$ cat config.mk
export PLATFORM = sky130hd
export DESIGN_NAME = ip_key_matrix
export DESIGN_NICKNAME = d
export VERILOG_FILES = /design/src/rtl/ip_key_matrix.sv
export SDC_FILE = /design/constraint.sdc
export NUM_CORES = 1
export LEC_CHECK = 0
export BUFFER_PORTS_ARGS = -buffer_cell sky130_fd_sc_hd__buf_2
export CAP_MARGIN = 20
export CORE_MARGIN = 2
export CORE_UTILIZATION = 55
export DETAILED_ROUTE_END_ITERATION = 7
export PLACE_DENSITY = 0.69
export SYNTH_ARGS = -nofsm -noshare
export SYNTH_HDL_FRONTEND = slang
export SYNTH_SLANG_ARGS = --single-unit
$ cat constraint.sdc
create_clock -name clk -period 3.8 [get_ports clk]
set_clock_uncertainty 0.05 [all_clocks]
set_input_delay 0.57 -clock clk [delete_from_list [all_inputs] [get_ports clk]]
set_output_delay 0.57 -clock clk [all_outputs]
set_load 0.1 [all_outputs]
$ cat src/rtl/ip_key_matrix.sv
// ip_key_matrix: key-matrix state store answering the PPI port-B column read.
// Press/release events arrive through a small FIFO and are applied to the
// matrix by a 3-state FSM; clear_all triggers a 16-row release sweep.
//
// state   | meaning
// --------+-----------------------------------------------------------
// S_IDLE  | waiting; starts a pending clear sweep or pops the FIFO head
// S_APPLY | writes the latched event into the matrix
// S_CLEAR | releases row rc, rc counts 0..15 then returns to S_IDLE
module ip_key_matrix #(
  parameter int FIFO_DEPTH = 4,
  parameter int NUM_ROWS   = 11
) (
  input  logic       clk,
  input  logic       n_reset,
  input  logic [3:0] key_matrix_row,
  output logic [7:0] key_matrix_column,
  input  logic       ev_valid,
  output logic       ev_ready,
  input  logic [3:0] ev_row,
  input  logic [2:0] ev_col,
  input  logic       ev_press,
  input  logic       clear_all,
  output logic       busy
);

  localparam int PW = (FIFO_DEPTH > 1) ? $clog2(FIFO_DEPTH) : 1;

  typedef enum logic [1:0] {
    S_IDLE  = 2'd0,
    S_APPLY = 2'd1,
    S_CLEAR = 2'd2
  } state_t;

  state_t        state;
  logic [7:0]    matrix [NUM_ROWS];
  logic [7:0]    fifo_mem [FIFO_DEPTH];
  logic [PW-1:0] wr_ptr;
  logic [PW-1:0] rd_ptr;
  logic [PW:0]   count;
  logic          clear_pending;
  logic [3:0]    rc;
  logic [3:0]    ap_row;
  logic [2:0]    ap_col;
  logic          ap_press;

  logic          fifo_full;
  logic          fifo_empty;
  logic          push;
  logic          pop;
  logic          flush;
  logic [7:0]    head;

  assign fifo_full  = (count == (PW+1)'(FIFO_DEPTH));
  assign fifo_empty = (count == '0);
  assign ev_ready   = !fifo_full && !clear_pending && (state != S_CLEAR);
  assign push       = ev_valid && ev_ready;
  assign pop        = (state == S_IDLE) && !clear_pending && !fifo_empty;
  assign flush      = (state == S_IDLE) && clear_pending;
  assign head       = fifo_mem[rd_ptr];
  assign busy       = (state != S_IDLE) || !fifo_empty || clear_pending;

  // Event FIFO: push on handshake, pop when the FSM takes the head, flush on clear.
  always_ff @(posedge clk or negedge n_reset) begin
    if (!n_reset) begin
      wr_ptr <= '0;
      rd_ptr <= '0;
      count  <= '0;
      for (int i = 0; i < FIFO_DEPTH; i++) fifo_mem[i] <= '0;
    end else if (flush) begin
      wr_ptr <= '0;
      rd_ptr <= '0;
      count  <= '0;
    end else begin
      if (push) begin
        fifo_mem[wr_ptr] <= {ev_row, ev_col, ev_press};
        wr_ptr           <= wr_ptr + 1'b1;
      end
      if (pop) rd_ptr <= rd_ptr + 1'b1;
      if (push && !pop)      count <= count + 1'b1;
      else if (pop && !push) count <= count - 1'b1;
    end
  end

  // Apply/clear FSM, owns the matrix and the pending-clear flag.
  always_ff @(posedge clk or negedge n_reset) begin
    if (!n_reset) begin
      state         <= S_IDLE;
      clear_pending <= 1'b0;
      rc            <= '0;
      ap_row        <= '0;
      ap_col        <= '0;
      ap_press      <= 1'b0;
      for (int r = 0; r < NUM_ROWS; r++) matrix[r] <= 8'hFF;
    end else begin
      // A pulse while pending or sweeping is absorbed.
      if (clear_all && !clear_pending && (state != S_CLEAR)) clear_pending <= 1'b1;
      case (state)
        S_IDLE: begin
          if (clear_pending) begin
            clear_pending <= 1'b0;
            rc            <= '0;
            state         <= S_CLEAR;
          end else if (!fifo_empty) begin
            {ap_row, ap_col, ap_press} <= head;
            state                      <= S_APPLY;
          end
        end
        S_APPLY: begin
          if ({1'b0, ap_row} < 5'(NUM_ROWS)) matrix[ap_row][ap_col] <= ~ap_press;
          state <= S_IDLE;
        end
        S_CLEAR: begin
          if ({1'b0, rc} < 5'(NUM_ROWS)) matrix[rc] <= 8'hFF;
          rc <= rc + 1'b1;
          if (rc == 4'hF) state <= S_IDLE;
        end
        default: state <= S_IDLE;
      endcase
    end
  end

  // Registered column read; unimplemented rows read as all released.
  always_ff @(posedge clk or negedge n_reset) begin
    if (!n_reset) begin
      key_matrix_column <= 8'hFF;
    end else if ({1'b0, key_matrix_row} < 5'(NUM_ROWS)) begin
      key_matrix_column <= matrix[key_matrix_row];
    end else begin
      key_matrix_column <= 8'hFF;
    end
  end

endmodule

==> results by group <==
Outcome
  – Status: completed

Clocking
  – # resized after CTS: 0
  – Clock sinks: 150
  – CTS max path bufs: 2
  – CTS Buf Count: 17
  – Reg clk slew, reported paths: around 0.06 ns
  – CTS tree: built
  – Clock Tree Root: clkbuf_16
  – Clk Latency, worst-skew pair: 0.43 ns
  – # hold bufs at CTS: 0
  – Post-CTS setup buffer count: 0
  – CTS HTree Levels: 4

Layout
  – Nets@finish: 733
  – ANT cells: 0
  – Layout Cells excl Fill: 905
  – Area growth syn-to-layout: 8.36%
  – Filler Cells Inserted: ~1200
  – Share of cells above drive strength 1: 0.355

Floorplanning
  – Die ar.: 15700 um2
  – CORE AREA: 14400 um2
  – Row count: 44
  – Die W: 125 um
  – Starting Density: 0.560
  – DIE HEIGHT: 125 um
  – Ports: 26

Drt
  – Routed len/inst: 23.9 um
  – DR vias/cell: 6.88
  – Overall via count from detail_route: between 6000 and 7000
  – Number of routed nets with antenna violations: 0
  – Post-route DRC: 0
  – Final WL: between 20000 and 25000 um
  – DR iter-0 viols: 688
  – Drt pass-1 iters: 5

Worst setup path
  – Biggest cell delay along the critical path: ~0.85 ns
  – CP delay by family, top: simple AND/OR/NAND/NOR gates
  – Crit path arrival time: 3.17 ns
  – CP Class: flip-flop to flip-flop
  – CP Cell Sequence: or4_1 -> and2_1 -> fa_1 -> or3_1 -> mux2i_1 -> o32a_1
  – CP Max Fanout: 13
  – CP required: 4.12 ns
  – Reg2Reg Depth: 6
  – Critical Path Sink Type: flip-flop
  – Worst r2r dst: count[2]
  – R2r setup slk: 0.95 ns
  – CP max-delay cell: or4_1
  – Worst r2r src: state[0]
  – Critical Path Start Type: flip-flop
  – WP buf/inv: 0

Flow run
  – Max Cap Viol: 0

Logic synthesis
  – Yosys reg bits: 150
  – Commonest cells in the netlist: a21oi_1, dfstp_2, o21ai_0, dfrtp_1, mux2_2
  – Count leader, synth: a21oi_1
  – Post-synth top flop: dfstp_2
  – Post-Syn Area per Cell: between 10 and 15 um2
  – Post-synthesis async set-or-reset flop share: 1.00
  – Synth unique cells: 50
  – Cells after Synth: 722
  – Synth top area share: 0.312
  – Post-synth EDFFs: 0
  – Synth Net Count: 747
  – Syn. warnings: 0
  – Post-Synthesis Cell Area: 8080 um2
  – Top post-synthesis cells by area: dfstp_2, dfrtp_1, a21oi_1, mux4_2, mux2_2
  – Sequential area share after synthesis: 0.479
  – Post-synth top area cell: dfstp_2

Timing
  – F_max: roughly 350 MHz
  – Slew @ Worst Pin: 1.14 ns
  – RSZ-0062 raised after global routing: no
  – # setup viols final: 0
  – Normalized max-slew margin: 0.233
  – Setup_tns: 0 ns
  – Fin. Hold Viols: 0
  – Crit path time final: 2.85 ns
  – Final period util: 0.750
  – Final Slew Violations: 0

GRT
  – Gr ovfl total: 0
  – Initial antenna violation count: 0
  – Routing usage on met1: 0.407
  – Number of global-route vias before repair: 6176
  – Pin count of the biggest net entering global routing: about 110
  – First-pass GRT wire length: roughly 35000 um
  – GR met2 Demand/Resource: 0.436
  – Gr usage total: 0.286
  – Routing usage on met3: 0.0612
  – Busiest metal layer after global routing: met2

Power
  – PD cells: between 900 and 1000 nW/um2
  – Worst VDD drop: 0.454 mV
  – LEAKAGE: between 0.003 and 0.004 uW

Placed design
  – Post-DP HPWL: 13400 um
  – Routability cong.: around 0.86
  – Port bufs: 25
  – Cells after DPL: roughly 870

Min path
  – Hold Path Class: input port to async pin
==> registers in the layout, summed over array words and instances (netlist names) <==
register / flops
key_matrix_column: 8
rd_ptr: 2
ap_col: 3
clear_pending: 1
ap_press: 1
rc: 4
matrix: 88
count: 3
state: 2
fifo_mem: 32
wr_ptr: 2
ap_row: 4
==> how the worst max path moves through the flow <==
| stage | start | to | slack (ns) | cells past startpoint |
|---|---|---|---|---|
| after global placement | state[0] | count[2] | 1.02 | 6 |
| after detailed placement | state[0] | count[2] | 0.95 | 6 |
| after floorplan | state[1] | ev_ready | 0.24 | 4 |
| after CTS | state[0] | count[2] | 0.95 | 6 |
| final | state[0] | count[2] | 0.95 | 6 |
| after global routing | state[0] | count[2] | 0.77 | 6 |
==> power by group <==
part           total [uW]  switching, uW  internal [uW]
clock network        1790            715           1080
logic                3200           1990           1210
registers            3200            584           2610
total                8190           3290           4910
==> cells in the final DEF, fill, tap and decap left out, types with 3 or more instances in the layout <==
cell and n:
a21oi_1 177, dfstp_2 96, o21ai_0 87, dfrtp_1 54
mux2_2 41, buf_2 27, mux4_2 24, o32ai_1 24
clkbuf_16 18, mux2i_1 11, nand2_1 11, o22a_1 9
nor3_1 9, nor2_1 9, o32ai_2 9, inv_1 8
nor3_4 8, nand4bb_1 8, ha_1 8, mux2_1 7
nand2b_1 6, buf_4 6, inv_6 5, and2_1 3
xor2_1 3, or3_1 3, nand3b_1 3, clkinv_1 3
or3b_2 3, or4b_2 3, nand3_1 3, bufinv_16 3
==> worst reg2reg max path, delay by kind of cell, from the launching register on <==
kind,cells,cell delay (ns)
adder cells (fa/ha/maj),1,0.41
multiplexers,1,0.14
AO/OA/AOI/OAI,1,0.18
AND/OR/NAND/NOR,3,1.52
flip-flops,1,0.50
==> per-stage QoR <==
step            util  hold slack [ns]  instance area (um2)  setup WS (ns)  power [uW]
2_1_floorplan      -            0.224                 8080          0.238        5550
3_3_place_gp   0.563            0.432                 8120           1.02        6160
3_5_place_dp   0.563            0.438                 8120          0.951        6330
4_1_cts        0.606            0.244                 8740          0.947        8150
5_1_grt        0.607            0.278                 8760          0.774        8660
6_report       0.607            0.185                 8760          0.949        8190
==> routing by layer <==
layer,share of wire,up-vias
met5,0,-
met4,0.024,0
met3,0.076,45
met2,0.47,315
met1,0.43,3170
li1,-,2699
==> final cells by class <==
class                           instances  area [um2]  area share
Clock buffer                           19         454      0.0519
Sequential cell                       150        3870       0.442
Inverter                               11        41.3     0.00471
Clock inverter                         13         165      0.0189
Timing Repair Buffer                   35         196      0.0224
Tap cell                              184         230      0.0263
Multi-Input combinational cell        493        3800       0.433
==> logic make-up after synthesis <==
kind of cell / share of synthesized area
DFF: 0.479
and+or+nand+nor: 0.0790
buffers and inverters: 0.0516
AOI/OAI and AO/OA: 0.224
xor gates and xnor gates: 0.00434
muxes: 0.147
adders and majority gates: 0.0149
Note: power is estimated with default switching activity, not from simulation.
